## src/rtl/bmu_pkg.sv

```systemverilog
// Shared definitions for the bit-manipulation units: option codes, sequencer states, XLEN.
package bmu_pkg;

   localparam int XLEN = 32;

   localparam logic [4:0] OPT_CLMUL  = 5'b00001;
   localparam logic [4:0] OPT_CLMULH = 5'b00010;
   localparam logic [4:0] OPT_CLMULR = 5'b00011;
   localparam logic [4:0] OPT_CLZ    = 5'b00100;
   localparam logic [4:0] OPT_CPOP   = 5'b00101;
   localparam logic [4:0] OPT_CTZ    = 5'b00110;

   typedef enum logic [1:0] {
      ST_IDLE = 2'd0,
      ST_RUN  = 2'd1,
      ST_DONE = 2'd2
   } seq_state_e;

   function automatic logic is_clmul(input logic [4:0] opt);
      return (opt == OPT_CLMUL) || (opt == OPT_CLMULH) || (opt == OPT_CLMULR);
   endfunction

   function automatic logic is_supported(input logic [4:0] opt);
      return is_clmul(opt) || (opt == OPT_CLZ) || (opt == OPT_CPOP) || (opt == OPT_CTZ);
   endfunction

endpackage

```

## src/rtl/bmu_bitcount_step.sv

```systemverilog
// One scan slice of CLZ/CTZ/CPOP: returns this slice's contribution and the sticky found flag.
module bmu_bitcount_step
   import bmu_pkg::*;
#(
   parameter int W  = 4,
   parameter int CW = $clog2(W) + 1
) (
   input  logic [W-1:0]  slice,
   input  logic [4:0]    mode,
   input  logic          found_in,
   output logic [CW-1:0] inc,
   output logic          found_out
);

   logic [W-1:0]  slice_rev;
   logic [W-1:0]  src;
   logic [CW-1:0] lz_cnt;
   logic [CW-1:0] pop_cnt;
   logic          seen;

   // CTZ reuses the leading-zero scan on the bit-reversed slice.
   generate
      for (genvar gi = 0; gi < W; gi++) begin : g_rev
         assign slice_rev[gi] = slice[W-1-gi];
      end
   endgenerate

   always_comb begin
      src     = (mode == OPT_CTZ) ? slice_rev : slice;
      lz_cnt  = '0;
      pop_cnt = '0;
      seen    = 1'b0;
      for (int i = W - 1; i >= 0; i--) begin
         pop_cnt = pop_cnt + CW'(src[i]);
         if (!seen) begin
            if (src[i]) seen = 1'b1;
            else        lz_cnt = lz_cnt + CW'(1);
         end
      end
   end

   always_comb begin
      inc = '0;
      if (mode == OPT_CPOP)  inc = pop_cnt;
      else if (!found_in)    inc = lz_cnt;
      found_out = found_in | (|slice);
   end

endmodule

```

## src/rtl/bmu_seq_unit.sv

```systemverilog
// Iterative CLMUL/CLMULH/CLMULR/CLZ/CTZ/CPOP unit with fixed, data-independent latency.
module bmu_seq_unit
   import bmu_pkg::*;
#(
   parameter int CLMUL_BITS_PER_CYCLE = 1,
   parameter int COUNT_BITS_PER_CYCLE = 4
) (
   input  logic            clk,
   input  logic            rst_n,
   input  logic            start,
   input  logic [4:0]      option,
   input  logic [XLEN-1:0] in_x,
   input  logic [XLEN-1:0] in_y,
   input  logic            flush,
   output logic            busy,
   output logic            done,
   output logic [XLEN-1:0] result
);

   localparam int CB = CLMUL_BITS_PER_CYCLE;
   localparam int KB = COUNT_BITS_PER_CYCLE;
   localparam int CW = $clog2(KB) + 1;
   localparam logic [5:0] CLMUL_LAST = 6'(XLEN / CB - 1);
   localparam logic [5:0] COUNT_LAST = 6'(XLEN / KB - 1);

   seq_state_e        state_reg, state_next;
   logic [4:0]        opt_reg;
   logic [2*XLEN-1:0] mcand_reg;
   logic [2*XLEN-1:0] acc_reg, acc_next;
   logic [XLEN-1:0]   mplier_reg;
   logic [XLEN-1:0]   scan_reg;
   logic [XLEN-1:0]   result_reg, result_next;
   logic [5:0]        step_reg;
   logic [5:0]        bcnt_reg, bcnt_next;
   logic              found_reg, found_next;
   logic              accept, accept_run, last_step;
   logic [KB-1:0]     slice;
   logic [CW-1:0]     slice_inc;
   logic [2*XLEN-1:0] partial [CB];

   assign accept     = start && !flush && (state_reg != ST_RUN);
   assign accept_run = accept && is_supported(option);
   assign last_step  = (state_reg == ST_RUN) &&
                       (step_reg == (is_clmul(opt_reg) ? CLMUL_LAST : COUNT_LAST));

   // Each consumed multiplier bit contributes a shifted copy of the multiplicand.
   generate
      for (genvar gi = 0; gi < CB; gi++) begin : g_part
         assign partial[gi] = mplier_reg[gi] ? (mcand_reg << gi) : '0;
      end
   endgenerate

   always_comb begin
      acc_next = acc_reg;
      for (int k = 0; k < CB; k++) acc_next = acc_next ^ partial[k];
   end

   // CTZ scans upward from the LSB; CLZ and CPOP scan downward from the MSB.
   assign slice = (opt_reg == OPT_CTZ) ? scan_reg[KB-1:0] : scan_reg[XLEN-1 -: KB];

   bmu_bitcount_step #(.W(KB), .CW(CW)) u_step (
      .slice     (slice),
      .mode      (opt_reg),
      .found_in  (found_reg),
      .inc       (slice_inc),
      .found_out (found_next)
   );

   assign bcnt_next = bcnt_reg + 6'(slice_inc);

   always_comb begin
      unique case (opt_reg)
         OPT_CLMUL:  result_next = acc_next[XLEN-1:0];
         OPT_CLMULH: result_next = acc_next[2*XLEN-1:XLEN];
         OPT_CLMULR: result_next = acc_next[2*XLEN-2:XLEN-1];
         default:    result_next = {{(XLEN-6){1'b0}}, bcnt_next};
      endcase
   end

   always_comb begin
      state_next = state_reg;
      unique case (state_reg)
         ST_IDLE, ST_DONE: begin
            if (flush)      state_next = ST_IDLE;
            else if (start) state_next = is_supported(option) ? ST_RUN : ST_DONE;
            else            state_next = ST_IDLE;
         end
         ST_RUN: begin
            if (flush)          state_next = ST_IDLE;
            else if (last_step) state_next = ST_DONE;
         end
         default: state_next = ST_IDLE;
      endcase
   end

   always_ff @(posedge clk or negedge rst_n) begin
      if (!rst_n) state_reg <= ST_IDLE;
      else        state_reg <= state_next;
   end

   always_ff @(posedge clk or negedge rst_n) begin
      if (!rst_n) begin
         opt_reg    <= '0;
         mcand_reg  <= '0;
         mplier_reg <= '0;
         scan_reg   <= '0;
         acc_reg    <= '0;
         step_reg   <= '0;
         bcnt_reg   <= '0;
         found_reg  <= 1'b0;
         result_reg <= '0;
      end else if (accept_run) begin
         opt_reg    <= option;
         mcand_reg  <= {{XLEN{1'b0}}, in_x};
         mplier_reg <= in_y;
         scan_reg   <= in_x;
         acc_reg    <= '0;
         step_reg   <= '0;
         bcnt_reg   <= '0;
         found_reg  <= 1'b0;
      end else if (accept) begin
         result_reg <= in_x;
      end else if (state_reg == ST_RUN && !flush) begin
         mcand_reg  <= mcand_reg << CB;
         mplier_reg <= mplier_reg >> CB;
         acc_reg    <= acc_next;
         if (opt_reg == OPT_CTZ) scan_reg <= scan_reg >> KB;
         else                    scan_reg <= scan_reg << KB;
         bcnt_reg   <= bcnt_next;
         found_reg  <= found_next;
         step_reg   <= step_reg + 6'd1;
         if (last_step) result_reg <= result_next;
      end
   end

   assign busy   = (state_reg == ST_RUN);
   assign done   = (state_reg == ST_DONE);
   assign result = result_reg;

endmodule
```

## config.mk

```make
export PLATFORM = sky130hd
export DESIGN_NAME = bmu_seq_unit
export DESIGN_NICKNAME = d
export VERILOG_FILES = /design/src/rtl/bmu_pkg.sv /design/src/rtl/bmu_bitcount_step.sv /design/src/rtl/bmu_seq_unit.sv
export SDC_FILE = /design/constraint.sdc
export NUM_CORES = 1
export LEC_CHECK = 0
export CORE_MARGIN = 3
export CORE_UTILIZATION = 30
export CTS_CLUSTER_SIZE = 28
export DETAILED_ROUTE_END_ITERATION = 8
export GPL_TIMING_DRIVEN = 0
export SYNTH_ARGS = -nofsm -noshare
export SYNTH_HDL_FRONTEND = slang
export SYNTH_SLANG_ARGS = --single-unit
export TNS_END_PERCENT = 10
```

## constraint.sdc

```tcl
create_clock -name clk -period 3.8 [get_ports clk]
set_input_delay 0.76 -clock clk [delete_from_list [all_inputs] [get_ports clk]]
set_output_delay 0.76 -clock clk [all_outputs]
set_load 0.01 [all_outputs]
```

==> qor.yml, run 1 <==
cells_and_area:
  antennaDiodeCount: 0
  nFillCells: 4138
  final_cell_mix: "nand2_1, dfrtp_1, o21ai_0, clkdlybuf4s50_1, clkbuf_1"
  regArea_um2: 6110
  fin_nets: 1604
  drive_above_1_share_pct: 7.60
  multiInputGateArea_um2: 5970
  layout_commonest_cell: "nand2_1"
  area_delta_synth_final_pct: 23.2
detailed_routing:
  drt_iter0_drc: 1015
  ant_nets: 0
  drt-wirelength-per-cell_um: 20.3
  wirelength_um: 42000
  vias: 11400
  dr.pass1.iters: 5
  route.detailed.drc: 0
  vias_per_cell: 5.49
floorplanning:
  die_width_um: 210
  chipHeight_um: 210
  start_util_pct: 30.4
  die_area_um2: 44000
  coreArea_um2: 40900
  ioPinCount: 107
  row_count: 74
power_and_ir_drop:
  ir_drop_uv: 299
  power.leakage_nw: 6.73
  power.density_nw_per_um2: 558
timing:
  tightest_slew_ps: 1280
  slew_violations: 0
  finalCriticalPeriod_ps: 3920
  slew_headroom_pct: 13.9
  finalCritPeriodShare_pct: 103
  setup_viol: 6
  fin_setup_tns_ps: -373
  finalHoldViolations: 0
  rsz0062_at_grt: "true"
  fin_ws_ps: -118
  skew_ps: 30.9
  clock.fmax_mhz: 255
placement:
  hpwl_um: 30300
  io_buffers: 106
  gp_congestion: 0.897
  dpl_worst_slack_ps: -537
clocking:
  clk_pin_slew_worst_paths_ps: 60
  cts_sinks: 244
  clk_latency_ps: 550
  hold_buffers: 0
  numCtsBuffers: 27
  cts.htree.levels: 1
  cts_buffer_depth: 3
  cts_root_buf: "clkbuf_16"
  cts_tree: "done"
yosys:
  synth_fp_nets: 1453
  yosysTopAreaCell: "dfrtp_1"
  yosys_warnings: 0
  synth_top_area_share_pct: 49.0
  ys_types: 62
  ys_seq_area_share_pct: 49.0
  postSynthCellCount: 1369
  synth.area.top_cells: "dfrtp_1, nand2_1, o21ai_0"
  synth_edf_count: 0
  ys_seq_elements: 244
  synthesis.area_um2: 12500
  synth-async-reset-ratio_pct: 100
  synth_ff_type: "dfrtp_1"
  synth.avg_cell_area_um2: 9.10
critical_path:
  cp.arrival_ps: 4350
  critical_path_class: "reg -> reg"
  crit_path_max_incr_delay_ps: 530
  critPathRequiredTime_ps: 4230
  critPathSlowestCell: "fa_1"
  start_kind: "flop"
  path_delay_family: "simple AND/OR/NAND/NOR gates"
  path_cells: "or3b_4, nor2_4, mux2i_4, ha_4, inv_2, fa_1, nand2b_4, o31ai_4, ha_2, buf_4, buf_4, a211oi_2, nor3_1, xor2_1, nor3_1, o31ai_1"
  cp_max_fo: 3
  critPathCaptureType: "flop"
  path_buf_inv: 3
global_routing:
  grt_pass1_wl_um: 65600
  antenna_found_initial: 0
  grt_pass1_vias: 11200
  grt.total_usage_pct: 18.7
  grt_max_degree: 121
  gr-total-overflow: 0
status:
  violations: "setup timing"
  status: "finished with violations"
hold_path:
  min_path_type: "in -> async"
job:
  maxCapViolations: 0
==> through the flow <==
step | total power [W] | cells | hold slack, ps | instance area, µm² | util (%)
5_1_grt | 0.00901 | 2071 | 182 | 15300 | 37.5
2_1_floorplan | 0.00487 | 1369 | 446 | 12500 | -
4_1_cts | 0.00853 | 2069 | 169 | 15300 | 37.3
3_5_place_dp | 0.00589 | 2009 | 463 | 14300 | 34.8
3_3_place_gp | 0.00583 | 2007 | 459 | 14200 | 34.7
6_report | 0.00857 | 2071 | 163 | 15300 | 37.5
==> power by group <==
| group | total (W) | switching (W) | internal [W] |
|---|---|---|---|
| Clock | 0.00251 | 0.00108 | 0.00142 |
| Sequential | 0.00358 | 0.000445 | 0.00313 |
| Combinational | 0.00249 | 0.00142 | 0.00106 |
==> path summary, 6_finish.rpt <==
| check | cells past startpoint | end | slack (ps) | start |
|---|---|---|---|---|
| worst max-delay path | 16 | result[5]$_DFFE_PN0P_ | -120 | opt_reg[4]$_DFFE_PN0P_ |
| worst min-delay path | 1 | result[29]$_DFFE_PN0P_ | 160 | rst_n |
| worst max register to register | 16 | result[5]$_DFFE_PN0P_ | -120 | opt_reg[4]$_DFFE_PN0P_ |
| worst min register to register | 2 | mplier_reg[5]$_DFFE_PN0P_ | 470 | mplier_reg[5]$_DFFE_PN0P_ |
| max in group asynchronous | 2 | mcand_reg[28]$_DFFE_PN0P_ | 2640 | rst_n |
| min in group clk | 2 | mplier_reg[5]$_DFFE_PN0P_ | 470 | mplier_reg[5]$_DFFE_PN0P_ |
==> cell usage after synthesis, types with 3 or more instances <==
master / instances
nand2_1: 348
nand3_1: 49
nor2_1: 24
a32oi_1: 22
a211oi_1: 5
xnor2_1: 3
o21a_1: 4
nor3_1: 9
mux2_4: 3
ha_1: 9
and3b_1: 26
nand3b_1: 4
o41ai_1: 3
nand2b_1: 5
o2bb2ai_1: 3
o21ai_0: 162
a21boi_0: 26
xor2_1: 44
dfrtp_1: 244
inv_1: 30
a221o_1: 34
mux2i_1: 24
o22ai_1: 4
and3_1: 8
a22oi_1: 52
a211o_1: 3
clkbuf_1: 74
buf_1: 14
mux2_2: 4
nor2b_1: 4
and2_1: 5
a31oi_1: 8
o211ai_1: 22
nand4_1: 3
buf_2: 10
a21oi_1: 34
buf_6: 4
o31ai_1: 6
==> kinds of logic after synthesis <==
logic type | count (synthesis) | synth area share, %
multiplexers | 32 | 2.83
AND/OR/NAND/NOR | 500 | 17.9
AO/OA/AOI/OAI | 401 | 21.4
adder cells (fa/ha/maj) | 11 | 1.23
buffers and inverters | 134 | 4.38
XOR/XNOR | 47 | 3.30
flip-flops | 244 | 49.0
==> repair_timing <==
item	CTS	global route
buffers inserted	12	2
resized for setup	21	10
pin swaps	15	10
setup endpoints to repair	10	8
==> cell type report <==
class	count	area share [%]
Multi-Input combinational cell	991	38.9
Tap cell	532	4.34
Inverter	32	0.783
Clock inverter	8	0.310
Timing Repair Buffer	122	7.99
Buffer	102	2.77
Clock buffer	40	5.11
Sequential cell	244	39.8
==> metal layers <==
metal | vias to the layer above | share of wire [%] | track usage [%]
met1 | 5688 | 45 | 26.9
met3 | 83 | 6.9 | 2.71
li1 | 5122 | - | -
met4 | 0 | 3.2 | 5.36
met2 | 484 | 45 | 29.3
met5 | - | 0 | 0
No activity file was read; power rests on OpenSTA's default activity.
==> run 2: changes to the inputs <==
--- a/config.mk
+++ b/config.mk
@@ -6,7 +6,7 @@
 export NUM_CORES = 1
 export LEC_CHECK = 0
 export CORE_MARGIN = 3
-export CORE_UTILIZATION = 30
+export CORE_UTILIZATION = 39
 export CTS_CLUSTER_SIZE = 28
 export DETAILED_ROUTE_END_ITERATION = 8
 export GPL_TIMING_DRIVEN = 0
==> run 2 against run 1 <==
  * Sequential power about the same
  * Final area down 0.23%
  * Wire length down 1.3%
  * Power up 4.0%
  * Core utilization up 12 points
  * Die area down 22%
  * Maximum frequency up 2.0%
  * The flow still finishes with violations (setup timing)
  * Non-clock buffer count down 2
  * Worst setup slack better by 78 ps
  * Critical path depth unchanged
  * Register-to-register slack better by 80 ps
==> qor.yml, run 2 (synthesized netlist as in run 1, its figures left out) <==
clocking:
  cts_buffer_depth: 3
  clk_pin_slew_worst_paths_ps: 60
  numCtsBuffers: 28
  cts_tree: "done"
  cts_sinks: 244
  cts.htree.levels: 1
  clk_latency_ps: 550
  hold_buffers: 0
  cts_root_buf: "clkbuf_16"
floorplanning:
  die_area_um2: 34100
  ioPinCount: 107
  chipHeight_um: 185
  die_width_um: 185
  row_count: 64
  start_util_pct: 40.1
  coreArea_um2: 31100
hold_path:
  min_path_type: "in -> async"
detailed_routing:
  wirelength_um: 41500
  drt_iter0_drc: 1240
  vias: 11300
  drt-wirelength-per-cell_um: 21.5
  dr.pass1.iters: 6
  vias_per_cell: 5.85
  ant_nets: 0
  route.detailed.drc: 0
timing:
  holdWs_ps: 165
  clock.fmax_mhz: 260
  fin_ws_ps: -39.6
  setup_viol: 5
  skew_ps: 16.9
  finalHoldViolations: 0
  slew_violations: 0
  fin_setup_tns_ps: -101
  tightest_slew_ps: 1370
  rsz0062_at_grt: "true"
  finalCritPeriodShare_pct: 101
  finalCriticalPeriod_ps: 3840
  slew_headroom_pct: 8.13
critical_path:
  critical_path_class: "reg -> reg"
  critPathRequiredTime_ps: 4260
  start_kind: "flop"
  critPathCaptureType: "flop"
  cp.arrival_ps: 4300
  cp_max_fo: 3
power_and_ir_drop:
  p_comb_share_pct: 27.9
  power_switching_w: 0.00297
  power.density_nw_per_um2: 582
  p_int_w: 0.00595
  seqPwrFrac_pct: 40.0
  power.leakage_nw: 6.78
  clkPwrFrac_pct: 32.1
  report.power.total_w: 0.00892
  ir_drop_uv: 413
  p_sw_share_pct: 33.3
cells_and_area:
  final_cell_mix: "nand2_1, dfrtp_1, o21ai_0, clkdlybuf4s50_1, clkbuf_1"
  layout_commonest_cell: "nand2_1"
  antennaDiodeCount: 0
  drive_above_1_share_pct: 8.26
  fin_util_pct: 49.3
  area_delta_synth_final_pct: 22.9
  fin_nets: 1603
  nFillCells: 2953
status:
  violations: "setup timing"
  status: "finished with violations"
placement:
  hpwl_um: 29600
  gp_congestion: 0.908
  io_buffers: 106
  dpl_worst_slack_ps: -582
job:
  maxCapViolations: 0
global_routing:
  grt_max_degree: 109
  grt_pass1_vias: 11200
  grt_pass1_wl_um: 65100
  antenna_found_initial: 0
  grt.total_usage_pct: 24.4
  gr-total-overflow: 0
[run 2: cell count changes in the layout (fill, tap and decap cells not counted), moves of 2 or more]
cell / before / now
inv_2: 3 / 5
inv_1: 28 / 26
buf_4: 14 / 11
inv_6: 2 / 0
bufinv_16: 0 / 4
clkbuf_1: 81 / 76
[run 2: timing repair]
item                                    4_1_cts  5_1_grt
pin swaps                                    11       15
endpoints found under the setup margin       10        8
resized for setup                            17       23
endpoints found under the hold margin         0        0
setup buffers                                 9        3
[run 2: final cells by class]
cell class | count | area (µm²) | share of cell area, %
tap | 396 | 495 | 3.24
multi-input combinational | 991 | 5980 | 39.1
buffer | 102 | 425 | 2.78
clock inverter | 13 | 179 | 1.17
sequential | 244 | 6110 | 39.9
inverter | 32 | 120 | 0.785
timing repair buffer | 120 | 1210 | 7.94
clock buffer | 36 | 791 | 5.16
[run 2: worst max-delay path: stages, from the launching register on]
cell	delay, ps
dfrtp_1	390
or3b_4	420
nor2_4	210
mux2i_4	360
ha_4	250
inv_2	50
fa_2	420
nand2b_4	150
o31ai_2	110
ha_2	230
inv_2	40
fa_2	360
nor2b_1	130
o21ai_1	80
xnor2_1	230
a211oi_2	120
o31ai_1	210
[run 2: power groups by stage]
| stage | Sequential, W | Combinational (W) | Clock (W) |
|---|---|---|---|
| 2_1_floorplan | 0.00351 | 0.00136 | 0 |
| 3_3_place_gp | 0.00359 | 0.00222 | 0 |
| 3_5_place_dp | 0.00359 | 0.00227 | 0 |
| 4_1_cts | 0.00355 | 0.00238 | 0.00290 |
| 5_1_grt | 0.00364 | 0.00273 | 0.00302 |
| 6_report | 0.00357 | 0.00249 | 0.00286 |
[run 2: path summary, 6_finish.rpt]
check / startpoint / slack [ps] / cells past startpoint / endpoint
max reg2reg: opt_reg[4]$_DFFE_PN0P_ / -40 / 16 / result[4]$_DFFE_PN0P_
max in group asynchronous: rst_n / 2700 / 2 / scan_reg[17]$_DFFE_PN0P_
min: rst_n / 170 / 1 / acc_reg[33]$_DFFE_PN0P_
min reg2reg: mplier_reg[30]$_DFFE_PN0P_ / 480 / 2 / mplier_reg[30]$_DFFE_PN0P_
max: opt_reg[4]$_DFFE_PN0P_ / -40 / 16 / result[4]$_DFFE_PN0P_
min in group clk: mplier_reg[30]$_DFFE_PN0P_ / 480 / 2 / mplier_reg[30]$_DFFE_PN0P_
[run 2: per-layer routing]
| metal | share of wire (%) | wire length, µm | GRT usage [%] | vias to the layer above |
|---|---|---|---|---|
| li1 | - | - | - | 5144 |
| met1 | 44 | 18200 | 35.0 | 5599 |
| met2 | 45 | 18500 | 37.4 | 481 |
| met3 | 7.9 | 3270 | 4.52 | 96 |
| met4 | 3.7 | 1520 | 7.77 | 0 |
| met5 | 0 | 0 | 0 | - |
[run 2: stage by stage]
stage               instance area, µm²  cells
floorplan                        12500   1369
CTS                              15200   1931
global placement                 14000   1871
finish                           15300   1934
global route                     15300   1934
detailed placement               14100   1873
==> run 3: changes to the inputs <==
--- a/config.mk
+++ b/config.mk
@@ -6,10 +6,11 @@
 export NUM_CORES = 1
 export LEC_CHECK = 0
 export CORE_MARGIN = 3
-export CORE_UTILIZATION = 39
+export CORE_UTILIZATION = 53
 export CTS_CLUSTER_SIZE = 28
 export DETAILED_ROUTE_END_ITERATION = 8
 export GPL_TIMING_DRIVEN = 0
+export PLACE_DENSITY = 0.77
 export SYNTH_ARGS = -nofsm -noshare
 export SYNTH_HDL_FRONTEND = slang
 export SYNTH_SLANG_ARGS = --single-unit
==> run 3 against run 2 <==
  * The flow still finishes with violations (setup timing)
  * Worst hold slack gained 310 ps
  * Sequential cell count is the same
  * Cell count shrank 4.7%
  * Largest power group unchanged
==> qor.yml, run 3 (synthesized netlist as in run 1, its figures left out) <==
hold_path:
  hold_depth: 2
  worstHoldStart: "mplier_reg[14]$_DFFE_PN0P_"
  min_path_type: "reg -> reg"
  holdPathEnd: "mplier_reg[14]$_DFFE_PN0P_"
cells_and_area:
  final_cell_mix: "nand2_1, dfrtp_1, o21ai_0, clkdlybuf4s50_1, clkbuf_1"
  layout_commonest_cell: "nand2_1"
  area_delta_synth_final_pct: 20.5
  fin_util_pct: 65.7
  drive_above_1_share_pct: 7.18
  fin_nets: 1599
  nFillCells: 1881
  final_area_um2: 15000
  antennaDiodeCount: 0
detailed_routing:
  drt_iter0_drc: 1350
  wirelength_um: 38800
  dr.pass1.iters: 5
  vias_per_cell: 6.22
  route.detailed.drc: 0
  drt-wirelength-per-cell_um: 21.0
  vias: 11500
  ant_nets: 0
power_and_ir_drop:
  power.leakage_nw: 6.69
  power.density_nw_per_um2: 561
  report.power.total_w: 0.00842
  ir_drop_uv: 341
global_routing:
  grt_pass1_wl_um: 60800
  antenna_found_initial: 0
  grt.total_usage_pct: 29.5
  grt_max_degree: 125
  gr-total-overflow: 0
  grt_pass1_vias: 10900
clocking:
  cts_buffer_depth: 3
  cts_tree: "done"
  numCtsBuffers: 26
  cts_root_buf: "clkbuf_16"
  clk_latency_ps: 530
  cts_sinks: 244
  clk_pin_slew_worst_paths_ps: 60
  cts.htree.levels: 1
placement:
  hpwl_um: 27400
  place_area_um2: 14000
  gp_congestion: 0.980
  io_buffers: 106
  dpl_worst_slack_ps: -526
critical_path:
  critPathCaptureType: "flop"
  worst_r2r_endpoint: "result[3]$_DFFE_PN0P_"
  critical_path_class: "reg -> reg"
  start_kind: "flop"
  cp_max_fo: 3
  path_cells: "or3b_4, nor2_4, mux2i_4, ha_4, inv_2, fa_1, inv_1, ha_1, nand2_1, o31ai_2, ha_1, a211oi_4, nor2_2, xor2_2, a211oi_2, o31ai_1"
  critPathSlowestCell: "or3b_4"
  r2r_cells: 16
  r2r-start: "opt_reg[3]$_DFFE_PN0P_"
  critPathRequiredTime_ps: 4230
  cp_common_cell: "ha_1"
  reg2reg_setup_slack_ps: -50
  cp.arrival_ps: 4290
  crit_path_max_incr_delay_ps: 430
floorplanning:
  die_width_um: 159
  coreArea_um2: 22800
  chipHeight_um: 159
  row_count: 55
  start_util_pct: 54.5
  ioPinCount: 107
  die_area_um2: 25400
timing:
  slew_violations: 0
  clock.fmax_mhz: 260
  tightest_slew_ps: 1320
  finalHoldViolations: 0
  rsz0062_at_grt: "true"
  finalCriticalPeriod_ps: 3850
  fin_ws_ps: -53.0
  slew_headroom_pct: 11.6
  setup_viol: 3
  skew_ps: 9.00
  finalCritPeriodShare_pct: 101
status:
  status: "finished with violations"
  violations: "setup timing"
job:
  maxCapViolations: 0
## run 3: power breakdown
| part | switching (W) | internal, W | leakage, nW |
|---|---|---|---|
| Clock | 0.00103 | 0.00139 | 0.396 |
| Combinational | 0.00137 | 0.00106 | 3.06 |
| Sequential | 0.000449 | 0.00313 | 3.23 |
| Total | 0.00285 | 0.00557 | 6.69 |
## run 3: area by class of cell
type / instances / area (µm²) / share of cell area (%)
Clock inverter: 5 / 25.0 / 0.167
Clock buffer: 39 / 771 / 5.13
Sequential cell: 244 / 6110 / 40.7
Multi-Input combinational cell: 991 / 5970 / 39.8
Inverter: 32 / 120 / 0.800
Timing Repair Buffer: 118 / 1200 / 7.99
Tap cell: 313 / 392 / 2.61
Buffer: 102 / 425 / 2.83
## run 3: critical path: cells and delay by family (launching register included)
family          cells  cell delay, ps
simple gates        4             850
flops               1             380
compound gates      4             710
xor+xnor            1             210
fa+ha+maj           4            1180
buf+inv             2             100
mux                 1             320
## run 3: worst max-delay path by stage
| stage | start | end | slack, ps | cells past startpoint |
|---|---|---|---|---|
| 6_report | opt_reg[3]$_DFFE_PN0P_ | result[3]$_DFFE_PN0P_ | -50 | 16 |
| 5_1_grt | opt_reg[3]$_DFFE_PN0P_ | result[3]$_DFFE_PN0P_ | -220 | 16 |
| 4_1_cts | opt_reg[3]$_DFFE_PN0P_ | result[4]$_DFFE_PN0P_ | -90 | 16 |
| 3_5_place_dp | opt_reg[4]$_DFFE_PN0P_ | result[4]$_DFFE_PN0P_ | -530 | 16 |
| 3_3_place_gp | rst_n | mplier_reg[6]$_DFFE_PN0P_ | -8600 | 1 |
| 2_1_floorplan | opt_reg[4]$_DFFE_PN0P_ | result[4]$_DFFE_PN0P_ | 20 | 16 |
## run 3: through the flow
stage                     setup TNS (ps)  hold slack (ps)  cells
after global placement          -2095620              458   1788
after floorplan                        0              446   1369
after detailed placement           -3400              462   1790
final                               -106              476   1844
after global routing                -922              499   1844
after CTS                           -243              477   1843
## run 3: routing by layer
layer | routed length, µm | vias up | GRT usage (%)
li1 | - | 5120 | -
met5 | 0 | - | 0
met1 | 16100 | 5570 | 41.8
met3 | 3750 | 127 | 5.83
met4 | 1760 | 0 | 11.5
met2 | 17200 | 646 | 45.3
## run 3: timing repair
action	4_1_cts	5_1_grt
setup endpoints to repair	10	8
hold endpoints to repair	2	0
pin swaps	7	9
setup buffers	8	1
resized for setup	14	19
hold buffers	1	0
